<file path="src/rtl/fifo_burst_reader.sv">
// Burst-forming read stage behind a show-ahead synchronous FIFO.
// It pops full bursts when enough words are queued, and short bursts on timeout or flush.
module fifo_burst_reader #(
  parameter int WIDTH     = 32,
  parameter int CNT_WIDTH = 4,
  parameter int BURST_LEN = 4,
  parameter int TIMEOUT   = 64
) (
  input  logic                 i_clock,
  input  logic                 i_reset_n,
  input  logic [CNT_WIDTH-1:0] i_fifo_count,
  input  logic                 i_fifo_empty,
  input  logic [WIDTH-1:0]     i_fifo_data,
  output logic                 o_fifo_pop,
  output logic [WIDTH-1:0]     o_data,
  output logic                 o_valid,
  input  logic                 i_ready,
  output logic                 o_sop,
  output logic                 o_eop,
  input  logic                 i_flush,
  output logic                 o_busy
);

  localparam int BEATS_W = $clog2(BURST_LEN + 1);
  localparam int TIMER_W = $clog2(TIMEOUT);
  localparam logic [BEATS_W-1:0]   FULL_BEATS = BEATS_W'(BURST_LEN);
  localparam logic [CNT_WIDTH-1:0] FULL_CNT   = CNT_WIDTH'(BURST_LEN);
  localparam logic [TIMER_W-1:0]   TIMER_MAX  = TIMER_W'(TIMEOUT - 1);

  typedef enum logic {
    IDLE  = 1'b0,
    BURST = 1'b1
  } state_t;

  state_t             state_r;
  logic [BEATS_W-1:0] beats_r;
  logic [TIMER_W-1:0] timer_r;
  logic               first_r;
  logic [WIDTH-1:0]   data_r;
  logic               valid_r;
  logic               sop_r;
  logic               eop_r;

  logic               pop_s;
  logic               full_s;
  logic               short_s;
  logic               last_s;
  logic [BEATS_W-1:0] short_beats_s;

  // Burst decision terms and the pop strobe, all from registered state plus FIFO flags.
  always_comb begin
    pop_s         = 1'b0;
    full_s        = 1'b0;
    short_s       = 1'b0;
    last_s        = 1'b0;
    short_beats_s = BEATS_W'(1);
    if (state_r == BURST) begin
      pop_s = ~i_fifo_empty & (~valid_r | i_ready);
    end else begin
      pop_s = 1'b0;
    end
    full_s  = (i_fifo_count >= FULL_CNT);
    short_s = ~i_fifo_empty & ((timer_r == TIMER_MAX) | i_flush);
    last_s  = (beats_r == BEATS_W'(1));
    // A non-empty FIFO reporting zero occupancy still yields a one-word burst.
    if (i_fifo_count == {CNT_WIDTH{1'b0}}) begin
      short_beats_s = BEATS_W'(1);
    end else begin
      short_beats_s = BEATS_W'(i_fifo_count);
    end
  end

  // Burst FSM with beat counter and idle-age timer.
  always_ff @(posedge i_clock or negedge i_reset_n) begin
    if (!i_reset_n) begin
      state_r <= IDLE;
      beats_r <= {BEATS_W{1'b0}};
      timer_r <= {TIMER_W{1'b0}};
      first_r <= 1'b0;
    end else begin
      case (state_r)
        IDLE: begin
          if (full_s) begin
            state_r <= BURST;
            beats_r <= FULL_BEATS;
            timer_r <= {TIMER_W{1'b0}};
            first_r <= 1'b1;
          end else if (short_s) begin
            state_r <= BURST;
            beats_r <= short_beats_s;
            timer_r <= {TIMER_W{1'b0}};
            first_r <= 1'b1;
          end else if (i_fifo_empty) begin
            timer_r <= {TIMER_W{1'b0}};
          end else if (timer_r != TIMER_MAX) begin
            timer_r <= timer_r + TIMER_W'(1);
          end else begin
            timer_r <= timer_r;
          end
        end
        BURST: begin
          timer_r <= {TIMER_W{1'b0}};
          if (pop_s) begin
            first_r <= 1'b0;
            if (beats_r != {BEATS_W{1'b0}}) begin
              beats_r <= beats_r - BEATS_W'(1);
            end else begin
              beats_r <= beats_r;
            end
            if (last_s) begin
              state_r <= IDLE;
            end else begin
              state_r <= BURST;
            end
          end else begin
            state_r <= BURST;
          end
        end
        default: begin
          state_r <= IDLE;
          beats_r <= {BEATS_W{1'b0}};
          timer_r <= {TIMER_W{1'b0}};
          first_r <= 1'b0;
        end
      endcase
    end
  end

  // Output stage: reloads on every pop, otherwise holds until accepted.
  always_ff @(posedge i_clock or negedge i_reset_n) begin
    if (!i_reset_n) begin
      data_r  <= {WIDTH{1'b0}};
      valid_r <= 1'b0;
      sop_r   <= 1'b0;
      eop_r   <= 1'b0;
    end else if (pop_s) begin
      data_r  <= i_fifo_data;
      valid_r <= 1'b1;
      sop_r   <= first_r;
      eop_r   <= last_s;
    end else if (valid_r & i_ready) begin
      valid_r <= 1'b0;
    end else begin
      valid_r <= valid_r;
    end
  end

  assign o_fifo_pop = pop_s;
  assign o_data     = data_r;
  assign o_valid    = valid_r;
  assign o_sop      = sop_r;
  assign o_eop      = eop_r;
  assign o_busy     = (state_r == BURST) | valid_r;

endmodule

</file>
<file path="config.mk">
export PLATFORM = sky130hd
export DESIGN_NAME = fifo_burst_reader
export DESIGN_NICKNAME = d
export VERILOG_FILES = /design/src/rtl/fifo_burst_reader.sv
export SDC_FILE = /design/constraint.sdc
export NUM_CORES = 1
export LEC_CHECK = 0
export CAP_MARGIN = 20
export CORE_MARGIN = 2
export CORE_UTILIZATION = 30
export CTS_CLUSTER_SIZE = 30
export DETAILED_ROUTE_END_ITERATION = 10
export SLEW_MARGIN = 0
export SYNTH_ARGS = -nofsm -noshare
export SYNTH_HDL_FRONTEND = slang
export SYNTH_SLANG_ARGS = --single-unit
</file>
<file path="constraint.sdc">
create_clock -name i_clock -period 3.6 [get_ports i_clock]
set_input_delay 0.36 -clock i_clock [delete_from_list [all_inputs] [get_ports i_clock]]
set_output_delay 0.36 -clock i_clock [all_outputs]
set_load 0.05 [all_outputs]
</file>
==> results.toml, run 1 <==
[power]
ir_worst_vdd_mv = 0.345
pwr_density_cell_nw_per_um2 = 745
p_leak_nw = 1.21

[worst_setup_path]
timing.rr.start = "state_r$_DFF_PN0_"
reg2reg_to = "o_data[4]$_DFFE_PN0P_"
cpPeakStageDelay_ns = 0.83
path_buf_inv = 2
worst_path_max_delay_cell = "clkdlybuf4s50_1"
cp.depth = 4
required_ns = 3.24
crit_family = "buffers and inverters"
cp-start-kind = "primary input"
crit_start = "i_fifo_empty"
arrival_ns = 2.13
end_kind = "output pin"
r2r_slack_ns = 1.76
crit_chain = "clkdlybuf4s50_1, nand2b_1, nor2_4, clkdlybuf4s50_1"
crit_type = "primary input to output pin"
crit_fanout = 7
rr_worst_depth = 4
cp-endpoint = "o_fifo_pop"
crit_top_cell = "clkdlybuf4s50_1"

[grt]
antenna_found_initial = 0
first_global_vias = 1362
overflow = 0
grt_max_degree = 47
grt_util_all_layers = 0.115
grt_pass1_wl_um = 6510

[clocking]
cts_max_level = 2
cts_buffer_depth = 2
cts_root_buf = "clkbuf_8"
clk_latency_ns = 0.29
numClockSinks = 46
cts_setup_buffers = 0
clk_pin_slew_worst_paths_ns = 0.08
cts_tree = "built"
ctsResizeCount = 0
cts_made_buffers = 5
ctsHoldBuffers = 0

[run]
cap_violations = 0

[place]
place_ws_ns = 1.10
hpwl_um = 2730
io_buffers = 77
gp_congestion = 0.786

[timing]
setup_viol = 0
drv_slew = 0
fin_ws_ns = 1.11
rsz0062_at_grt = "false"
fmax_ghz = 0.402
period_share = 0.691
worst_slew_pin_slew_ns = 0.531
clock_skew_ns = 0.00637
finalCriticalPeriod_ns = 2.49
holdWs_ns = 0.462
tns_ns = 0
hold_viol_final = 0
relSlewSlack = 0.645

[floorplanning]
rows = 29
pin_count = 78
dieArea_sq_um = 7120
die_h_um = 84.4
start_util = 0.307
core_area_sq_um = 6310
die_x_um = 84.4

[logic_synthesis]
synth_edf_count = 0
synth_area_leaders = "dfrtp_1, mux2_2, ha_1"
syn_area_sq_um = 1940
async_reset_ff_frac = 1.00
synth_flop_cell = "dfrtp_1"
synthCells = 141
yosysWarnings = 0
syn-num-nets = 186
ys_seq_area_frac = 0.594
syn_area_per_cell_sq_um = 13.8
synth_cell_types = 32
synth_top_area_frac = 0.594
synth-seq-cells = 46
synth_top_area_cell = "dfrtp_1"

[finish]
final_nets = 267
layout-drive-gt1-share = 0.206
area_delta_synth_final_pct = 50.0
n_antenna_cell = 0

[route]
wl_um = 3890
detail_route.wl_per_cell_um = 13.0
post-route-drc-count = 0
first_pass_iters = 4
postRouteAntennaNets = 0
vias = 1363
via_per_inst = 4.54
drt_iter0_markers = 23

[min_path]
hp-class = "flop to flop"

[run_status]
status = "finished clean"
==> per-stage QoR <==
stage,util,power [mW],std cells,cell area (sq um)
final,0.461,2.17,300,2910
after global placement,0.438,1.79,290,2770
after detailed placement,0.438,1.80,290,2770
after floorplan,-,1.45,141,1940
after CTS,0.456,2.20,298,2880
after global routing,0.461,2.29,300,2910
==> metal layers <==
layer / wire length [um] / vias up / GRT usage
li1: - / 654 / -
met1: 1830 / 651 / 0.155
met2: 1740 / 54 / 0.180
met3: 287 / 4 / 0.0374
met4: 37 / 0 / 0.0303
met5: 0 / - / 0
==> where the power goes <==
part	internal [mW]	switching (mW)	total [mW]
sequential	0.661	0.0733	0.734
clock	0.208	0.178	0.386
combinational	0.411	0.635	1.05
==> worst min-delay path by stage <==
stage                                       from                     end  slack [ns]  cells after the start
after floorplan                        i_reset_n  beats_r[0]$_DFFE_PN0P_        0.06                      0
after global placement    timer_r[0]$_DFFE_PN0P_  timer_r[0]$_DFFE_PN0P_        0.46                      1
after global routing      timer_r[0]$_DFFE_PN0P_  timer_r[0]$_DFFE_PN0P_        0.49                      1
final                     timer_r[0]$_DFFE_PN0P_  timer_r[0]$_DFFE_PN0P_        0.46                      1
after detailed placement  timer_r[0]$_DFFE_PN0P_  timer_r[0]$_DFFE_PN0P_        0.45                      1
after CTS                              i_reset_n  o_data[14]$_DFFE_PN0P_        0.28                      1
==> cells by family (layout without fill, tap and decap cells) <==
family,Yosys count,after routing,synth area share
buf+inv,10,92,0.0297
fa+ha+maj,4,4,0.0258
xor+xnor,4,4,0.0181
simple gates,29,29,0.0781
compound gates,12,12,0.0471
mux,36,36,0.208
flops,46,46,0.594
==> sequential cells by signal, indices dropped and copies added (netlist names) <==
name and count:
beats_r 3, o_valid 1, timer_r 6, first_r 1
o_data 32, o_eop 1, o_sop 1, state_r 1
==> cells in the mapped netlist (2+ instances only) <==
cell type  number
inv_1           4
mux2i_1         2
nand3_1         2
xor2_1          2
and3_1          2
nand2_1         4
buf_4           3
dfrtp_1        46
ha_1            4
nor2_1          9
a21oi_1         3
mux2_2         32
nor2b_1         3
nor3_1          2
mux2_1          2
xnor2_1         2
nand2b_1        3
o21ai_0         2
==> layout make-up <==
| class | count | area [sq um] |
|---|---|---|
| multi-input cells | 85 | 731 |
| inverters | 4 | 15.0 |
| clock buffers | 5 | 68.8 |
| repair buffers | 80 | 803 |
| flip-flops and latches | 46 | 1150 |
| clock inverters | 3 | 43.8 |
| well taps | 77 | 96.3 |
| fillers | 603 | 3400 |
==> placed cells by master, fill, tap and decap left out, types with 2 or more instances in the layout <==
| master | netlist | layout |
|---|---|---|
| a21oi_1 | 3 | 3 |
| and3_1 | 2 | 2 |
| clkbuf_8 | 0 | 5 |
| clkdlybuf4s50_1 | 0 | 76 |
| dfrtp_1 | 46 | 46 |
| ha_1 | 4 | 4 |
| inv_1 | 4 | 4 |
| mux2_1 | 2 | 2 |
| mux2_2 | 32 | 32 |
| mux2i_1 | 2 | 2 |
| nand2_1 | 4 | 4 |
| nand2b_1 | 3 | 3 |
| nand3_1 | 2 | 2 |
| nor2_1 | 9 | 9 |
| nor2b_1 | 3 | 3 |
| nor3_1 | 2 | 2 |
| o21ai_0 | 2 | 2 |
| xnor2_1 | 2 | 2 |
| xor2_1 | 2 | 2 |
Power figures use the tool's default switching activity.
==> inputs of run 2 (changes only) <==
==> constraint.sdc (replaced) <==
create_clock -name i_clock -period 2.3 [get_ports i_clock]
set_input_delay 0.23 -clock i_clock [delete_from_list [all_inputs] [get_ports i_clock]]
set_output_delay 0.23 -clock i_clock [all_outputs]
set_load 0.05 [all_outputs]
==> run 2 against run 1 <==
  * Largest cell class unchanged
  * Critical path type is now flop to output pin
  * Flip-flop and latch count is the same
  * Clock skew shrank 0.0026 ns
  * Power rose by 57%
  * Sequential power increased by 57%
==> results.toml, run 2 (same netlist as run 1, synthesis figures left out) <==
[route]
vias = 1355
postRouteAntennaNets = 0
detail_route.wl_per_cell_um = 12.9
drt_iter0_markers = 26
via_per_inst = 4.49
wl_um = 3910
post-route-drc-count = 0
first_pass_iters = 4

[grt]
overflow = 0
first_global_vias = 1345
grt_pass1_wl_um = 6380
grt_util_all_layers = 0.113
antenna_found_initial = 0
grt_max_degree = 25

[clocking]
cts_root_buf = "clkbuf_8"
cts_max_level = 2
cts_buffer_depth = 2
cts_made_buffers = 5
numClockSinks = 46
clk_latency_ns = 0.29
clk_pin_slew_worst_paths_ns = 0.09
cts_tree = "built"

[finish]
seqCellArea_sq_um = 1150
layout_commonest_cell = "clkdlybuf4s50_1"
layout-drive-gt1-share = 0.218
largest_register_ffs = 32
n_antenna_cell = 0
layout_common_cells = "clkdlybuf4s50_1, dfrtp_1, mux2_2"
fin_cells = 302
area_delta_synth_final_pct = 52.4
multi_input_area_sq_um = 731
final_nets = 269
n_fill_cell = 594

[worst_setup_path]
reg2reg_to = "o_data[16]$_DFFE_PN0P_"
arrival_ns = 1.87
end_kind = "output pin"
crit_type = "flop to output pin"
timing.rr.start = "state_r$_DFF_PN0_"
crit_fanout = 11
cp-start-kind = "flop"
worst_path_max_delay_cell = "clkdlybuf4s50_1"
crit_chain = "or2_2, clkdlybuf4s50_1"
cpPeakStageDelay_ns = 0.72
required_ns = 2.07
r2r_slack_ns = 0.54
rr_worst_depth = 4

[run_status]
status = "finished clean"

[timing]
relSlewSlack = 0.641
worst_slew_pin_slew_ns = 0.537
drv_slew = 0
tns_ns = 0
finalCriticalPeriod_ns = 2.10
fin_ws_ns = 0.205
clock_skew_ns = 0.00375
period_share = 0.911
fmax_ghz = 0.477
rsz0062_at_grt = "false"
hold_viol_final = 0
setup_viol = 0

[floorplanning]
rows = 29
start_util = 0.307
die_x_um = 84.4
dieArea_sq_um = 7120
core_area_sq_um = 6310
pin_count = 78
die_h_um = 84.4

[place]
place_ws_ns = 0.365
gp_congestion = 0.770
io_buffers = 77
hpwl_um = 2880
dp.cells = 293

[min_path]
hp-class = "primary input to asynchronous set/reset pin"

[power]
p_clk_frac = 0.173
p_seq_frac = 0.339
p_comb_frac = 0.489
ir_worst_vdd_mv = 0.492
p_switching_mw = 1.39
p_leak_nw = 1.23
pwr_density_cell_nw_per_um2 = 1150
p_sw_frac = 0.407
p_int_mw = 2.02

[run]
cap_violations = 0
[run 2: changes by cell type in the layout (fill, tap and decap cells not counted)]
cell / delta
buf_12: +3
clkdlybuf4s50_1: -1
clkinv_2: +1
inv_6: -1
[run 2: routing by layer]
| metal | share of wire | routed length, um | track usage | vias to the layer above |
|---|---|---|---|---|
| met5 | 0 | 0 | 0 | - |
| met4 | 0.013 | 49 | 0.0346 | 0 |
| met3 | 0.075 | 293 | 0.0354 | 5 |
| met2 | 0.44 | 1720 | 0.170 | 50 |
| met1 | 0.47 | 1850 | 0.156 | 645 |
| li1 | - | - | - | 655 |
[run 2: repair_timing]
item | 4_1_cts | 5_1_grt
resized for setup | 0 | 0
hold endpoints to repair | 22 | 0
setup buffers | 0 | 0
hold buffers | 1 | 0
[run 2: through the flow]
stage                     power (mW)  hold slack, ns  utilization  cell area, sq um
after floorplan                 2.26         -0.0656            -              1940
after global placement          2.84           0.247        0.449              2840
after detailed placement        2.85           0.246        0.449              2840
after CTS                       3.46           0.456        0.468              2960
after global routing            3.59           0.502        0.468              2960
final                           3.41           0.446        0.468              2960
[run 2: critical path: cells and delay by family, from the launching register on]
family | cells | cell delay [ns]
DFF | 1 | 0.51
buffers and inverters | 1 | 0.72
and+or+nand+nor | 1 | 0.34
[run 2: power by group through the flow]
stage | clock network, mW | logic, mW | registers [mW]
6_report | 0.589 | 1.67 | 1.15
5_1_grt | 0.643 | 1.76 | 1.19
4_1_cts | 0.616 | 1.68 | 1.16
3_5_place_dp | 0 | 1.68 | 1.17
3_3_place_gp | 0 | 1.67 | 1.17
2_1_floorplan | 0 | 0.425 | 1.84
[run 2: worst max path at each step]
stage	from	end	slack (ns)
2_1_floorplan	o_valid$_DFFE_PN0P_	o_data[10]$_DFFE_PN0P_	0.47
3_3_place_gp	i_fifo_empty	o_data[1]$_DFFE_PN0P_	0.40
3_5_place_dp	i_fifo_empty	o_data[17]$_DFFE_PN0P_	0.36
4_1_cts	state_r$_DFF_PN0_	o_busy	0.21
5_1_grt	state_r$_DFF_PN0_	o_busy	0.15
6_report	state_r$_DFF_PN0_	o_busy	0.20
[run 2: area by class of cell]
cell class,count,area share
Tap cell,77,0.0326
Clock inverter,3,0.0135
Multi-Input combinational cell,85,0.247
Timing Repair Buffer,82,0.289
Inverter,4,0.00508
Sequential cell,46,0.389
Clock buffer,5,0.0233
==> inputs of run 3 (changes only) <==
--- a/config.mk
+++ b/config.mk
@@ -10,6 +10,7 @@
 export CORE_UTILIZATION = 30
 export CTS_CLUSTER_SIZE = 30
 export DETAILED_ROUTE_END_ITERATION = 10
+export SKIP_CTS_REPAIR_TIMING = 1
 export SLEW_MARGIN = 0
 export SYNTH_ARGS = -nofsm -noshare
 export SYNTH_HDL_FRONTEND = slang
==> results of run 3 <==
No change in the layout: final DEF, timing and power equal those of run 2.
Among the figures that moved: met1 usage 0.156 -> 0.155; met3 usage 0.0354 -> 0.0364
==> variant, RTL diff (flow settings as in run 2) <==
`WIDTH`: 32 -> 40.
--- a/src/rtl/fifo_burst_reader.sv
+++ b/src/rtl/fifo_burst_reader.sv
@@ -1,7 +1,7 @@
 // Burst-forming read stage behind a show-ahead synchronous FIFO.
 // It pops full bursts when enough words are queued, and short bursts on timeout or flush.
 module fifo_burst_reader #(
-  parameter int WIDTH     = 32,
+  parameter int WIDTH     = 40,
   parameter int CNT_WIDTH = 4,
   parameter int BURST_LEN = 4,
   parameter int TIMEOUT   = 64
Interface: changed (resized i_fifo_data and o_data); port bits go from 78 to 94. The function was not compared with the original's and may differ.
==> variant against run 2 <==
Design area increased by 17%; area after synthesis increased by 18%; die area increased by 17%; wire length increased by 21%; power increased by 15%; sequential cell count increased by 8; setup slack improved by 0.19 ns; via count increased by 17%.
==> variant: results (changes against run 2) <==
- Minimum clock period: 1.90 ns (was 2.10 ns)
- Crit-path max cell delay: 0.70 ns (was 0.72 ns)
- Detailed Route WL: 4740 um (was 3910 um)
- Post-synth cell types: 35 (was 32)
- CTS Buffer Depth: 2 (unchanged)
- DP Area: 3350 sq um (was 2840 sq um)
- Yosys top cell area share: 58.9% (was 59.4%)
- Drt first pass iters: 4 (unchanged)
- Max FO, Critical Path: 3 (was 11)
- Largest net degree at the start of global routing: 30 (was 25)
- GP Congestion: 0.763 (was 0.770)
- CP arrival: 1.67 ns (was 1.87 ns)
- IO buf count: 93 (was 77)
- Drt wl/cell: 13.2 um (was 12.9 um)
- Fill cells: 657 (was 594)
- CTS Root Cell: clkbuf_8 (unchanged)
- Syn_nets: 210 (was 186)
- Post-place setup slack: 0.420 ns (was 0.365 ns)
- Initial antenna violation count: 0 (unchanged)
- Clk_lat worst skew: 0.30 ns
- Outcome: completed (unchanged)
- Yosys warning count: 0 (unchanged)
- Top post-synthesis cells by area: dfrtp_1 59%, mux2_2 19%, buf_6 2.5% (was dfrtp_1 59%, mux2_2 19%, ha_1 2.6%)
- Global-route wire length before repair: 8140 um (was 6380 um)
- Mapped Avg Cell Area: 14.6 sq um (was 13.8 sq um)
- Detailed Route Iter0 Violations: 24 (was 26)
- Seq/Total Area, Yosys: 58.9% (was 59.4%)
- Largest delay share family, worst path: buffers and inverters (unchanged)
- Post-synth top flop: dfrtp_1 (unchanged)
- Worst slew margin: 64.8% (was 64.1%)
- Setup Skew: 0.00847 ns (was 0.00375 ns)
- Post-DP HPWL: 3530 um (was 2880 um)
- Final nets: 311 (was 269)
- Cells after DPL: 349 (was 293)
- Fraction of layout cells with a size suffix above 1: 23.9% (was 21.8%)
- Max reg flops: 40 (was 32)
- H-tree depth: 2 (unchanged)
- Worst r2r src: timer_r[0] (was state_r)
- Flop2flop setup slack: 0.67 ns (was 0.54 ns)
- Vias in the first global route: 1654 (was 1345)
- Peak supply drop: 0.388 mV (was 0.492 mV)
- LEAKAGE: 1.45 nW (was 1.23 nW)
- Most instantiated cells after synthesis: 54 x dfrtp_1, 39 x mux2_2, 9 x nor2_1 (was 46 x dfrtp_1, 32 x mux2_2, 9 x nor2_1)
- CP Launch Point: o_valid (was state_r)
- CTS clk-pin slew, worst paths: 0.10 ns
- Post-synth ARST share: 100% (unchanged)
- GRT Overall Usage: 12.1% (was 11.3%)
- Sw Pwr: 1.66 mW (was 1.39 mW)
- Postcts setup bufs: 0 (unchanged)
- Vias per std cell: 4.43 (was 4.49)
[variant: per-stage QoR]
step           hold slack, ns  total power, mW
2_1_floorplan         -0.0656             2.73
6_report                0.353             3.93
3_3_place_gp            0.156             3.41
5_1_grt                 0.375             4.15
4_1_cts                 0.356             4.00
3_5_place_dp            0.158             3.44
[variant: cells by family after synthesis]
group	Yosys count	synth area share, %
compound gates	13	5.78
xor+xnor	4	1.53
fa+ha+maj	4	2.18
buf+inv	10	3.27
flops	54	58.9
mux	43	21.0
simple gates	29	7.36
[variant: area by class of cell]
class                           instances  area [sq um]  share of cell area [%]
Sequential cell                        54          1350                    39.2
Timing Repair Buffer                   99           996                    28.9
Inverter                                5          18.8                   0.544
Clock buffer                            7          86.3                    2.50
Multi-Input combinational cell         93           868                    25.2
Tap cell                               99           124                    3.59
Clock inverter                          1          5.00                   0.145
[variant: metal layers]
metal  vias up  part of all wire, %  GRT usage (%)  routed length [um]
li1        747                    -              -                   -
met1       771                   45           15.9                2120
met2        61                   46           18.9                2200
met3         8                  7.4           3.65                 351
met4         0                  1.5           4.17                  72
met5         -                    0              0                   0
[variant: what timing repair did]
| item | in CTS | in global routing |
|---|---|---|
| hold buffers | 1 | 0 |
| resized for setup | 0 | 0 |
| endpoints found under the hold margin | 13 | 0 |
[variant: path summary, 6_finish.rpt]
kind,end,cells after the start
worst max-delay path,o_busy,2
worst min-delay path,o_data[19],2
worst max register to register,beats_r[2],5
worst min register to register,timer_r[0],1
max in group asynchronous,o_data[38],3
min in group i_clock,timer_r[0],1
[variant: power by group through the flow]
stage | Sequential (mW) | Clock [mW] | Combinational [mW]
finish | 1.35 | 0.540 | 2.04
CTS | 1.36 | 0.575 | 2.06
global placement | 1.37 | 0 | 2.04
global route | 1.40 | 0.603 | 2.14
detailed placement | 1.38 | 0 | 2.06
floorplan | 2.20 | 0 | 0.534
